`src/rtl/avg_engine.sv`:
```
// Block averaging engine: accepts 2^LOG_N unsigned samples over valid/ready,
// accumulates at full precision, then reports the sum and the truncated or rounded average.
module avg_engine #(
  parameter int WIDTH = 8,
  parameter int LOG_N = 2
) (
  input  logic                   clk,
  input  logic                   rst,
  input  logic                   start,
  input  logic                   round,
  input  logic                   in_valid,
  input  logic [WIDTH-1:0]       in_data,
  output logic                   in_ready,
  output logic                   ready,
  output logic                   busy,
  output logic                   out_valid,
  output logic [WIDTH-1:0]       out_avg,
  output logic [WIDTH+LOG_N-1:0] out_sum
);

  // state | meaning
  // IDLE  | waiting for start
  // ARM   | acc/cnt cleared, round latched; waits for start release
  // ACC   | accepting samples
  // CALC  | registering sum and average
  // DONE  | one-cycle out_valid
  localparam int SW = WIDTH + LOG_N;
  localparam int N  = 1 << LOG_N;
  localparam logic [SW-1:0]    HALF     = SW'(N / 2);
  localparam logic [LOG_N-1:0] CNT_LAST = LOG_N'(N - 1);

  typedef enum logic [2:0] {
    S_IDLE,
    S_ARM,
    S_ACC,
    S_CALC,
    S_DONE
  } state_t;

  state_t            state;
  state_t            state_next;
  logic [SW-1:0]     acc;
  logic [SW-1:0]     sum_rnd;
  logic [LOG_N-1:0]  cnt;
  logic              rnd_q;
  logic              take;

  always_comb begin
    state_next = state;
    take       = 1'b0;
    case (state)
      S_IDLE: if (start) state_next = S_ARM;
      S_ARM:  if (!start) state_next = S_ACC;
      S_ACC: begin
        // a restart wins over a sample presented in the same cycle
        if (start) begin
          state_next = S_ARM;
        end else if (in_valid) begin
          take = 1'b1;
          if (cnt == CNT_LAST) state_next = S_CALC;
        end
      end
      S_CALC: state_next = S_DONE;
      S_DONE: state_next = start ? S_ARM : S_IDLE;
      default: state_next = S_IDLE;
    endcase
  end

  always_ff @(posedge clk or posedge rst) begin
    if (rst) state <= S_IDLE;
    else     state <= state_next;
  end

  // Width SW holds N*(2^WIDTH-1) + N/2 without overflow.
  assign sum_rnd = acc + (rnd_q ? HALF : '0);

  always_ff @(posedge clk or posedge rst) begin
    if (rst) begin
      acc     <= '0;
      cnt     <= '0;
      rnd_q   <= 1'b0;
      out_sum <= '0;
      out_avg <= '0;
    end else begin
      // clearing on entry as well makes acc/cnt read zero throughout ARM
      if (state_next == S_ARM) begin
        acc <= '0;
        cnt <= '0;
      end else if (take) begin
        acc <= acc + SW'(in_data);
        cnt <= cnt + LOG_N'(1);
      end
      if (state == S_ARM) rnd_q <= round;
      if (state == S_CALC) begin
        out_sum <= acc;
        out_avg <= WIDTH'(sum_rnd >> LOG_N);
      end
    end
  end

  assign ready     = (state == S_IDLE);
  assign busy      = (state == S_ARM) || (state == S_ACC) || (state == S_CALC);
  assign in_ready  = (state == S_ACC);
  assign out_valid = (state == S_DONE);

endmodule

```
`config.mk`:
```
export PLATFORM = sky130hd
export DESIGN_NAME = avg_engine
export DESIGN_NICKNAME = d
export VERILOG_FILES = /design/src/rtl/avg_engine.sv
export SDC_FILE = /design/constraint.sdc
export NUM_CORES = 1
export LEC_CHECK = 0
export ABC_CLOCK_PERIOD_IN_PS = 3800
export CAP_MARGIN = 10
export CORE_ASPECT_RATIO = 1.5
export CORE_MARGIN = 4
export CORE_UTILIZATION = 55
export DETAILED_ROUTE_END_ITERATION = 16
export PLACE_DENSITY = 0.83
export SKIP_LAST_GASP = 1
export SYNTH_ARGS = -nofsm -noshare
export SYNTH_HDL_FRONTEND = slang
export SYNTH_SLANG_ARGS = --single-unit
export TNS_END_PERCENT = 5
```
`constraint.sdc`:
```
create_clock -name clk -period 3.8 [get_ports clk]
set_input_delay 0.76 -clock clk [delete_from_list [all_inputs] [get_ports clk]]
set_output_delay 0.76 -clock clk [all_outputs]
set_load 0.05 [all_outputs]
```
==> results.md <==
* Outcome: completed
* Die height at around 78 µm
* Port bufs at 34
* Ys Warns at 0
* Layout area overhead at 24.9%
* Syn nets at 206
* # IOs at 35
* Cells after synthesis at approximately 180
* Min-Delay Path Class: reg2reg
* CTS Hold Buffers Added at 0
* Unique masters post-synth at 41
* Count of non-filler cells in the finished layout at 258
* Worst IR Drop VDD at 0.311 mV
* Detail Placement HPWL at 2960 µm
* Ys async rst share at between 90% and 100%
* Antenna viol nets, final at 0
* Die Area at ~4300 µm²
* Routed WL at between 3000 and 4000 µm
* LEAKAGE at a little over 1 nW
* Worst Max-Slew Pin Slew at around 980 ps
* Starting density of the core at ~57%
* Vias in the first global route at 1455
* Hold Violations, Final at 0
* Critical Path End Type: output pin
* Total negative slack at 0 ps
* Core area at 3160 µm²
* Number of synthesized flops with an enable pin at 0
* Worst Clk Skew at 4.95 ps
* Critical path arrival at 1880 ps
* Root Buffer: clkbuf_8
* Crit Path Class: reg2out
* Cells after DPL at 251
* Most common cell after layout, fill and taps aside: nand2_1
* RSZ-0062 raised after global routing: no
* Skew-Pair Late Insertion Delay at approximately 280 ps
* DR WL/cell at approximately 15 µm
* Worst slew margin at 34.8%
* Clock Path Buffers at 2
* DR vias at 1453
* Highest clock rate at 379 MHz
* Cts bufs inserted at 5
* Row count at 25
* PD cells at 414 nW/µm²
* Initial DRC Count at 33
* First-pass GRT wire length at 6490 µm
* Placer congestion estimate at approximately 0.86
* Syn Std Cell Area at 1810 µm²
* Most frequent cells in the layout: nand2_1 (36), dfrtp_1 (34), clkdlybuf4s50_1 (34)
* Syn_area_per_cell at 9.95 µm²
* Max Transition Viols Final at 0
* NumNets Final at 242
* Worst setup margin at 1160 ps
* Diode count at 0
* Final Setup Violations at 0
* Period Utilization, post-route at a little under 70%
* GRT Util Overall at 20.7%
* Max-cap violations at 0
* Post-CTS Setup Inserts at 0
* Share of post-route cells with drive strength above 1 at 6.88%
* Post-synthesis sequential area ratio at 47.0%
* 1st-pass router iterations at 4
* Initial antenna violation count at 0
* Max FO, Critical Path at 9
* CTS tree: yes
* Vias per cell at about 5.6
* Critical path launch point type: flop
* Main synth FF type: dfrtp_1
* Pre-CTS WS at 888 ps
* #FFs+latches synth at 34
* Required @ worst endpoint at 3040 ps
* CTS Sinks at 34
* CTS resizes at 0
* Die Wd at 54.9 µm
* Post-route DRC at 0
* Final Critical Period at 2640 ps
* CTS H-tree depth at 2
* Clk pin slew, worst setup/hold paths at 70 ps
* Total grt overflow at 0
* Largest net degree at the start of global routing at 35
-- critical path, cell delays in order, from the launching register on --
cell	delay (ps)
dfrtp_1	490
nor3b_1	260
clkdlybuf4s50_1	850
-- sequential cells by signal, summed over array words and instances, names as in the netlist --
name and flops:
acc 10, state 3, cnt 2, out_sum 10, out_avg 8, rnd_q 1
-- cell type report --
cell class | instances | area, µm²
clock buffers | 5 | 68.8
clock inverters | 2 | 10.0
fillers | 236 | 897
inverters | 5 | 18.8
multi-input cells | 137 | 916
flip-flops and latches | 34 | 851
well taps | 40 | 50.0
repair buffers | 35 | 348
-- logic make-up after synthesis --
kind of cell,Yosys count,share of synthesized area [%]
adders and majority gates,11,8.01
muxes,7,4.28
xor gates and xnor gates,13,6.28
and+or+nand+nor,65,17.3
AOI/OAI and AO/OA,41,14.6
DFF,34,47.0
buffers and inverters,11,2.49
-- metrics by stage --
stage	hold slack (ps)	total power, W	instance area [µm²]	utilization, %
after global placement	461	0.000689	2180	69.1
after global routing	508	0.000979	2260	71.6
after CTS	479	0.000942	2260	71.6
after floorplan	454	0.000609	1810	-
after detailed placement	462	0.000698	2180	69.1
final	476	0.000936	2260	71.6
-- worst paths after layout --
check	startpoint	to	slack (ps)	cells past startpoint
max	state[1]$_DFF_PP0_	in_ready	1160	2
min	out_avg[4]$_DFFE_PP0P_	out_avg[4]$_DFFE_PP0P_	480	2
max reg2reg	acc[0]$_DFFE_PP0P_	acc[6]$_DFFE_PP0P_	1670	8
min reg2reg	out_avg[4]$_DFFE_PP0P_	out_avg[4]$_DFFE_PP0P_	480	2
max in group asynchronous	rst	state[0]$_DFF_PP0_	2630	3
min in group asynchronous	rst	out_avg[1]$_DFFE_PP0P_	860	3
-- Yosys cell counts (all sizes together) (2+ instances only) --
master / number / area [µm²]
nand2: 36 / 135
nor2: 5 / 18.8
a22o: 2 / 17.5
xor2: 8 / 70.1
nor3: 2 / 10.0
a211oi: 3 / 22.5
xnor2: 5 / 43.8
clkbuf: 3 / 11.3
o21a: 4 / 30.0
a21oi: 5 / 25.0
mux2: 6 / 67.6
inv: 5 / 18.8
nand3: 7 / 35.0
o21ai: 17 / 85.1
dfrtp: 34 / 851
buf: 3 / 15.0
and2: 4 / 25.0
nand4: 2 / 12.5
ha: 10 / 125
-- report_power, final --
group          internal (W)  total (W)  switching [W]
Combinational      0.000100   0.000266       0.000166
Sequential         0.000393   0.000424      0.0000308
Clock              0.000123   0.000247       0.000124
Total              0.000616   0.000936       0.000320
-- per-layer routing --
metal / share of wire (%) / GRT usage [%]
met1: 39 / 22.5
met2: 56 / 37.1
met3: 3.8 / 5.12
met4: 1.5 / 6.73
met5: 0 / 0
Note: power is estimated with default switching activity, not from simulation.
